`src/rtl/flappy_pkg.sv`:
```
// Shared phase encoding and timing defaults for the Flappy game-phase sequencer.
package flappy_pkg;

  typedef enum logic [2:0] {
    IDLE    = 3'd0,
    READY   = 3'd1,
    RUNNING = 3'd2,
    PAUSED  = 3'd3,
    OVER    = 3'd4
  } game_phase_t;

  localparam int unsigned SEC_CYCLES_DEFAULT = 25_000_000;

  // Phases in which the game clock advances.
  function automatic logic phase_active(input game_phase_t ph);
    return (ph == READY) || (ph == RUNNING);
  endfunction

endpackage

```
`src/rtl/sec_prescaler.sv`:
```
// Modulus prescaler for the game-second timebase: counts while run is high,
// holds otherwise, and flags the cycle in which the count sits at MOD-1.
module sec_prescaler #(
  parameter int unsigned MOD = 10
) (
  input  logic clk,
  input  logic reset,
  input  logic run,
  input  logic clear,
  output logic tick
);

  localparam int unsigned CNT_W = $clog2(MOD);
  localparam logic [CNT_W-1:0] LAST = CNT_W'(MOD - 1);

  logic [CNT_W-1:0] count_r;
  logic [CNT_W-1:0] count_nxt_s;
  logic             tick_r;

  // Next count: clear wins, wrap after LAST, hold when not running.
  always_comb begin
    count_nxt_s = count_r;
    if (clear) begin
      count_nxt_s = CNT_W'(0);
    end else if (run) begin
      if (count_r == LAST) begin
        count_nxt_s = CNT_W'(0);
      end else begin
        count_nxt_s = count_r + CNT_W'(1);
      end
    end else begin
      count_nxt_s = count_r;
    end
  end

  // Tick is registered from the next count so it coincides with count==LAST.
  always_ff @(posedge clk or posedge reset) begin
    if (reset) begin
      count_r <= CNT_W'(0);
      tick_r  <= 1'b0;
    end else begin
      count_r <= count_nxt_s;
      tick_r  <= run && (count_nxt_s == LAST);
    end
  end

  assign tick = tick_r;

endmodule

```
`src/rtl/game_timer_ctrl.sv`:
```
// Flappy game-phase sequencer: READY countdown, RUNNING/PAUSED play gating and
// elapsed-seconds score. Define BEST_SCORE_EN to keep a best-score register.
module game_timer_ctrl
  import flappy_pkg::*;
#(
  parameter int unsigned CLK_PER_SEC = SEC_CYCLES_DEFAULT,
  parameter int unsigned SEC_W       = 16,
  parameter int unsigned GRACE_SEC   = 3
) (
  input  logic             clk,
  input  logic             reset,
  input  logic             start_req,
  input  logic             pause_req,
  input  logic             collision,
  output logic [2:0]       state,
  output logic             play_en,
  output logic             sec_tick,
  output logic [1:0]       countdown,
  output logic [SEC_W-1:0] elapsed_sec,
  output logic [SEC_W-1:0] best_sec,
  output logic             new_best
);

  localparam logic [1:0]       GRACE       = 2'(GRACE_SEC);
  localparam logic [SEC_W-1:0] SEC_MAX     = {SEC_W{1'b1}};
  localparam game_phase_t      START_PHASE = (GRACE_SEC == 0) ? RUNNING : READY;

  game_phase_t      state_r, state_nxt_s;
  logic [1:0]       countdown_r, countdown_nxt_s;
  logic [SEC_W-1:0] elapsed_r, elapsed_nxt_s;
  logic             play_en_r;
  logic             tick_s;
  logic             start_s;

  assign start_s = start_req && ((state_r == IDLE) || (state_r == OVER));

  // Prescaler runs in the cycles whose phase is READY/RUNNING; restarts zero it.
  sec_prescaler #(.MOD(CLK_PER_SEC)) u_prescaler (
    .clk   (clk),
    .reset (reset),
    .run   (phase_active(state_nxt_s)),
    .clear (start_s),
    .tick  (tick_s)
  );

  // Phase transitions; collision outranks pause in RUNNING.
  always_comb begin
    state_nxt_s = state_r;
    case (state_r)
      IDLE, OVER: begin
        if (start_req) state_nxt_s = START_PHASE;
        else           state_nxt_s = state_r;
      end
      READY: begin
        if (tick_s && (countdown_r == 2'd1)) state_nxt_s = RUNNING;
        else                                 state_nxt_s = state_r;
      end
      RUNNING: begin
        if (collision)      state_nxt_s = OVER;
        else if (pause_req) state_nxt_s = PAUSED;
        else                state_nxt_s = state_r;
      end
      PAUSED: begin
        if (pause_req) state_nxt_s = RUNNING;
        else           state_nxt_s = state_r;
      end
      default: state_nxt_s = IDLE;
    endcase
  end

  // Countdown and saturating score; a tick landing with a collision still counts.
  always_comb begin
    countdown_nxt_s = countdown_r;
    elapsed_nxt_s   = elapsed_r;
    if (start_s) begin
      countdown_nxt_s = GRACE;
      elapsed_nxt_s   = {SEC_W{1'b0}};
    end else if (tick_s && (state_r == READY)) begin
      countdown_nxt_s = countdown_r - 2'd1;
    end else if (tick_s && (state_r == RUNNING) && (elapsed_r != SEC_MAX)) begin
      elapsed_nxt_s = elapsed_r + SEC_W'(1);
    end else begin
      countdown_nxt_s = countdown_r;
      elapsed_nxt_s   = elapsed_r;
    end
  end

  // Phase, play gate, countdown and score registers.
  always_ff @(posedge clk or posedge reset) begin
    if (reset) begin
      state_r     <= IDLE;
      play_en_r   <= 1'b0;
      countdown_r <= 2'd0;
      elapsed_r   <= {SEC_W{1'b0}};
    end else begin
      state_r     <= state_nxt_s;
      play_en_r   <= (state_nxt_s == RUNNING);
      countdown_r <= countdown_nxt_s;
      elapsed_r   <= elapsed_nxt_s;
    end
  end

`ifdef BEST_SCORE_EN
  logic [SEC_W-1:0] best_r;
  logic             new_best_r;

  // Best score latches only on a strictly better final score at game over.
  always_ff @(posedge clk or posedge reset) begin
    if (reset) begin
      best_r     <= {SEC_W{1'b0}};
      new_best_r <= 1'b0;
    end else if ((state_r == RUNNING) && collision && (elapsed_nxt_s > best_r)) begin
      best_r     <= elapsed_nxt_s;
      new_best_r <= 1'b1;
    end else begin
      new_best_r <= 1'b0;
    end
  end

  assign best_sec = best_r;
  assign new_best = new_best_r;
`else
  assign best_sec = {SEC_W{1'b0}};
  assign new_best = 1'b0;
`endif

  assign state       = state_r;
  assign play_en     = play_en_r;
  assign sec_tick    = tick_s;
  assign countdown   = countdown_r;
  assign elapsed_sec = elapsed_r;

endmodule
```
`config.mk`:
```
export PLATFORM = sky130hd
export DESIGN_NAME = game_timer_ctrl
export DESIGN_NICKNAME = d
export VERILOG_FILES = /design/src/rtl/flappy_pkg.sv /design/src/rtl/sec_prescaler.sv /design/src/rtl/game_timer_ctrl.sv
export SDC_FILE = /design/constraint.sdc
export NUM_CORES = 1
export LEC_CHECK = 0
export ABC_AREA = 1
export CAP_MARGIN = 20
export CORE_MARGIN = 2
export CORE_UTILIZATION = 60
export CTS_BUF_LIST = sky130_fd_sc_hd__clkbuf_4 sky130_fd_sc_hd__clkbuf_8
export DETAILED_ROUTE_END_ITERATION = 8
export DONT_BUFFER_PORTS = 1
export GPL_ROUTABILITY_DRIVEN = 0
export GPL_TIMING_DRIVEN = 0
export PLACE_DENSITY_LB_ADDON = 0.2
export SLEW_MARGIN = 5
export SYNTH_ARGS = -nofsm -noshare
export SYNTH_HDL_FRONTEND = slang
export SYNTH_SLANG_ARGS = --single-unit
```
`constraint.sdc`:
```
create_clock -name clk -period 4.12 [get_ports clk]
set_input_delay 0.824 -clock clk [delete_from_list [all_inputs] [get_ports clk]]
set_output_delay 0.824 -clock clk [all_outputs]
set_load 0.01 [all_outputs]
```
### After elaboration in Yosys (flattened, before gate mapping)

Index checks and enable logic that the tools add are counted.

| cells by class | value |
|---|---|
| div/mod/pow operators | 0 |
| muxes and demuxes | 14 |
| bitwise logic cells | 0 |
| reduce and logical (&&, ||, !) cells | 13 |
| magnitude comparators | 0 |
| add/subtract/negate cells | 3 |
| shift operators | 0 |
| multiply operators | 0 |
| eq/ne operators | 11 |

Operators by type and width:

| kind | number |
|---|---|
| two-way mux 25 bit | 3 |
| equality test 25 bit (second input constant) | 2 |
| two-way mux 16 bit | 3 |
| adder 25 x 1 -> 25 bit (second input constant) | 1 |
| adder 16 x 1 -> 16 bit (second input constant) | 1 |
| != test 16 bit (second input constant) | 1 |
| two-way mux 3 bit | 5 |
| case mux 3 bit (4 select lines) | 1 |
| equality test 3 x 2 -> 1 bit (second input constant) | 3 |
| equality test 3 x 1 -> 1 bit (second input constant) | 2 |
| logical AND 1 bit | 6 |
| two-way mux 2 bit | 2 |
| nonzero test 2 bit | 2 |
| equality test 3 bit (second input constant) | 1 |
| zero test 3 bit | 1 |
| equality test 2 x 1 -> 1 bit (second input constant) | 1 |
| logical OR 1 bit | 2 |
| != test 2 bit (second input constant) | 1 |
| AND reduction 2 bit | 1 |
| OR reduction 2 bit | 1 |
| subtractor 2 x 1 -> 2 bit (second input constant) | 1 |

| word-level totals | value |
|---|---|
| memories | 0 |
| RAM bits | 0 |
| input port bits | 5 |
| ROM bits | 0 |
| logic and storage cells | 47 |
| latch bits | 0 |
| flip-flop bits (word level) | 48 |
| output and inout port bits | 40 |

### Logic depth before layout (Yosys ltp)

| logic depth | value |
|---|---|
| depth after elaboration | 10 |
| depth in mapped cells | 16 |
| mapped depth without buffers | 15 |

### Hierarchy

From an unflattened synthesis, not the netlist that was laid out.

| second synthesis, totals | value |
|---|---|
| cells, all modules | 483 |
| area, all modules | 3338.2 µm² |

By module, submodules not included:

| module | sequential area each (µm²) | cells each | area an instance (µm²) | times used |
|---|---|---|---|---|
| sec_prescaler | 650.6 | 276 | 1839.3 | 1 |
| game_timer_ctrl | 550.5 | 207 | 1498.9 | 1 |

### Worst setup path after synthesis

Ideal clock, no wire load.

| timing path | value |
|---|---|
| path kind | input to register |
| start | in start_req |
| end | reg u_prescaler.tick_r (netlist: u_prescaler.tick) |
| required time | 4.049 ns |
| setup time | 0.071 ns |
| buffers on the path | 1 |
| data arrival time | 1.961 ns |
| stages on the path | 15 |
| setup slack | 2.088 ns |
| cells stage by stage | inv_1 -> nor2_4 -> inv_4 -> nand2_4 -> inv_2 -> o21ai_4 -> buf_6 -> nand2_1 -> nand2_1 -> nand2_1 -> inv_1 -> nand2_1 -> nor2_1 -> nand3_1 -> nor2_1 |

| on the way | value |
|---|---|
| cells in the longest elaborated chain, start to end | 8 |
| elaborated cells on any way between the ends | 10 |
| classes of those cells | 3 x eq/ne; 4 x mux; 3 x reduce/logical |

RTL lines:

| what | line | source |
|---|---|---|
| start, declared | game_timer_ctrl.sv:12 | `input logic start_req,` |
| two-way mux 3 bit | game_timer_ctrl.sv:51 | `if (start_req) state_nxt_s = START_PHASE;` |
| case mux 3 bit (4 select lines) | game_timer_ctrl.sv:49 | `case (state_r)` |
| equality test 3 x 1 -> 1 bit / equality test 3 x 2 -> 1 bit (equally long branches) | flappy_pkg.sv:16 | `return (ph == READY) \|\| (ph == RUNNING);` |
| logical OR 1 bit | flappy_pkg.sv:16 |  |
| two-way mux 25 bit | sec_prescaler.sv:25 | `end else if (run) begin` |
| two-way mux 25 bit | sec_prescaler.sv:23 | `if (clear) begin` |
| equality test 25 bit | sec_prescaler.sv:43 | `tick_r <= run && (count_nxt_s == LAST);` |
| logical AND 1 bit (*) | sec_prescaler.sv:43 |  |
| end signal, assigned | sec_prescaler.sv:43 |  |
| end, declared | sec_prescaler.sv:18 | `logic tick_r;` |

Mark *: on every way between the ends. The rest lies on a longest branch, timed or not.
A chain may end at the register's enable or synchronous reset.

### Final worst setup path

| timing path | value |
|---|---|
| start | reg u_prescaler.count_r[0] |
| end | reg u_prescaler.tick_r (netlist: u_prescaler.tick) |

| on the way | value |
|---|---|
| cells in the longest elaborated chain, start to end | 6 |
| elaborated cells on any way between the ends | 7 |
| classes of those cells | 1 x add/sub; 2 x eq/ne; 3 x mux; 1 x reduce/logical |

RTL lines:

| what | line | source |
|---|---|---|
| start, declared | sec_prescaler.sv:16 | `logic [CNT_W-1:0] count_r;` |
| start signal, assigned | sec_prescaler.sv:42 | `count_r <= count_nxt_s;` |
| adder 25 x 1 -> 25 bit / equality test 25 bit (equally long branches) | sec_prescaler.sv:29, sec_prescaler.sv:26 |  |
| two-way mux 25 bit | sec_prescaler.sv:26 | `if (count_r == LAST) begin` |
| two-way mux 25 bit (*) | sec_prescaler.sv:25 |  |
| two-way mux 25 bit (*) | sec_prescaler.sv:23 |  |
| equality test 25 bit (*) | sec_prescaler.sv:43 |  |
| logical AND 1 bit (*) | sec_prescaler.sv:43 |  |

Marks and branches as above.

==> metrics.csv <==
stage,metric,value,unit
status,status,completed,
critical_path,crit_family,simple AND/OR/NAND/NOR gates,
critical_path,arrival,2.71,ns
detailed_routing,antenna_left,0,
clocking,cts_setup_buffers,0,
detailed_routing,wl_per_cell,13.4,um
die,rows,27,
clocking,cts_tree,done,
sta,rsz0062_at_grt,no,
layout,fin_nets,547,
detailed_routing,num_vias,3275,
global_routing,grt_max_degree,30,
layout,num_antenna_cells,0,
detailed_routing,wl,8.18,mm
sta,drv_slew,0,
critical_path,critPathBufInv,1,
critical_path,crit_fanout,6,
clocking,clkLatencyLatePin,0.31,ns
global_routing,grt_pass1_wl,13.6,mm
clocking,htree_levels,2,
layout,layout_commonest_cell,nand2_1,
layout,layout_common_cells,"144 x nand2_1, 84 x nor2_1, 66 x inv_1, 48 x dfrtp_1, 46 x nand3_1",
detailed_routing,drcViolationCount,0,
critical_path,reg2reg_to,u_prescaler.tick$_DFF_PP0_,
synth,syn-cell-area,3370,sq um
synth,synth_top_flop_cell,dfrtp_1,
placed_design,io_buffers,0,
clocking,postCtsHoldBufs,0,
critical_path,r2r_cells,13,
sta,finalCriticalPeriod,2.47,ns
clocking,cts_sinks,48,
critical_path,critical_path_class,flip-flop to flip-flop,
die,die_h,79.0,um
power_and_ir_drop,power.density,507,nW/um^2
global_routing,antenna_found_initial,0,
synth,synth_enable_flop_cells,0,
critical_path,endpoint_kind,flip-flop,
power_and_ir_drop,total_leakage_power,1.84,nW
sta,period_share,59.9,%
sta,setup_viol,0,
global_routing,overflow,0,
sta,hold_viol,0,
synth,ys_seq_area_share,35.6,%
synth,yosysWarnings,0,
sta,max_freq,405,MHz
critical_path,crit_chain,"ha_1, nand2_1, nor2_2, inv_1, nor2_1, nand2_1, nor2_2, o21ai_1, nand3_1, nand2_1, nor2_1, nand3_1, nor2_1",
global_routing,track_usage,28.1,%
synth,async_reset_ff_share,100,%
detailed_routing,drt_iter0_drc,239,
clocking,cts_resized,0,
clocking,cts_buffer_depth,2,
critical_path,r2r_start,u_prescaler.count_r[0]$_DFF_PP0_,
critical_path,slowest_stage,dfrtp_1,
power_and_ir_drop,max-vdd-ir-drop,0.350,mV
detailed_routing,viasPerCell,5.35,
die,dieArea,6230,sq um
clocking,clkTransAtPathRegs,0.09,ns
die,ioPinCount,45,
sta,setup_tns,0,ns
critical_path,cp-start-kind,flip-flop,
global_routing,grt_pass1_vias,3038,
clocking,cts_buffers,5,
layout,layout-drive-gt1-share,10.7,%
synth,synth-seq-cells,48,
synth,netlist_instances,515,
critical_path,slowest_delay,0.44,ns
die,die_width,79.0,um
synth,avgSynthCellArea,6.55,sq um
critical_path,regToRegSetupSlack,1.65,ns
layout,syn2layout_area_growth,8.65,%
flow_run,max-cap-violations,0,
sta,hold_slack,0.401,ns
hold_path,holdCritPathClass,input pin to async pin,
synth,synthDistinctLibCells,34,
clocking,cts_root_buf,clkbuf_8,
die,core_area,5470,sq um
die,start_util,61.6,%
placed_design,hpwl,6.22,mm
sta,clock_skew,0.00805,ns
critical_path,cp.required,4.36,ns
detailed_routing,dr.pass1.iters,5,
[kinds of logic after synthesis]
| kind of cell | synth area share, % |
|---|---|
| flops | 35.6 |
| xor+xnor | 1.82 |
| other cells | 0.111 |
| buf+inv | 13.4 |
| simple gates | 39.7 |
| fa+ha+maj | 1.11 |
| compound gates | 8.24 |
[report_power, final]
group	switching (mW)	total, mW	internal, mW
combinational	0.478	0.733	0.255
sequential	0.170	0.759	0.590
clock	0.166	0.364	0.199
total	0.813	1.86	1.04
[layout make-up]
cell class	count	area, sq um
repair buffers	1	20.0
plain buffers	24	183
inverters	71	269
clock inverters	2	38.8
clock buffers	6	82.6
fillers	507	1810
multi-input cells	388	1780
well taps	72	90.1
flip-flops and latches	48	1200
[synthesized netlist by cell type, types with 2 or more instances]
cell type | instances | share of area (%)
buf_2 | 2 | 0.30
dfrtp_1 | 48 | 36
inv_2 | 3 | 0.33
nand2_2 | 4 | 0.74
inv_1 | 67 | 7.5
nand4_1 | 10 | 1.9
nor2_1 | 84 | 9.4
buf_6 | 3 | 1.0
o21ai_1 | 2 | 0.30
xor2_1 | 6 | 1.6
nand2_1 | 144 | 16
o21ai_2 | 3 | 0.78
buf_4 | 18 | 4.0
o21ai_0 | 16 | 2.4
nor3_1 | 15 | 2.2
a21oi_1 | 17 | 2.5
ha_1 | 3 | 1.1
nand3_1 | 46 | 6.8
nor2_2 | 9 | 1.7
[layer usage]
layer | wire [um] | track usage, % | part of all wire [%]
met1 | 3600 | 35.5 | 44
met2 | 3900 | 47.1 | 48
met3 | 497 | 6.25 | 6.1
met4 | 184 | 10.5 | 2.2
met5 | 0 | 0 | 0
[registers in the layout (all words and copies together), names as in the netlist]
signal,count
state,3
elapsed_sec,16
u_prescaler.count_r,25
play_en,1
countdown,2
u_prescaler.tick,1
[through the flow]
step / utilization [%] / total power [mW] / setup WS, ns / instances / area, sq um
5_1_grt: 66.9 / 2.01 / 1.45 / 612 / 3660
3_3_place_gp: 64.3 / 1.45 / 1.58 / 603 / 3520
4_1_cts: 66.9 / 1.85 / 1.74 / 612 / 3660
3_5_place_dp: 64.7 / 1.48 / 1.64 / 604 / 3540
2_1_floorplan: - / 1.30 / 2.09 / 531 / 3430
6_report: 66.9 / 1.86 / 1.65 / 612 / 3660
[worst max-delay path by stage]
stage | start | slack [ns] | to | cells past startpoint
6_report | u_prescaler.count_r[0]$_DFF_PP0_ | 1.65 | u_prescaler.tick$_DFF_PP0_ | 13
5_1_grt | u_prescaler.count_r[0]$_DFF_PP0_ | 1.45 | u_prescaler.tick$_DFF_PP0_ | 13
4_1_cts | u_prescaler.count_r[0]$_DFF_PP0_ | 1.74 | u_prescaler.tick$_DFF_PP0_ | 13
3_5_place_dp | start_req | 1.64 | u_prescaler.tick$_DFF_PP0_ | 13
3_3_place_gp | reset | 1.58 | u_prescaler.count_r[12]$_DFF_PP0_ | 1
2_1_floorplan | start_req | 2.09 | u_prescaler.tick$_DFF_PP0_ | 15
Note: power is estimated with default switching activity, not from simulation.
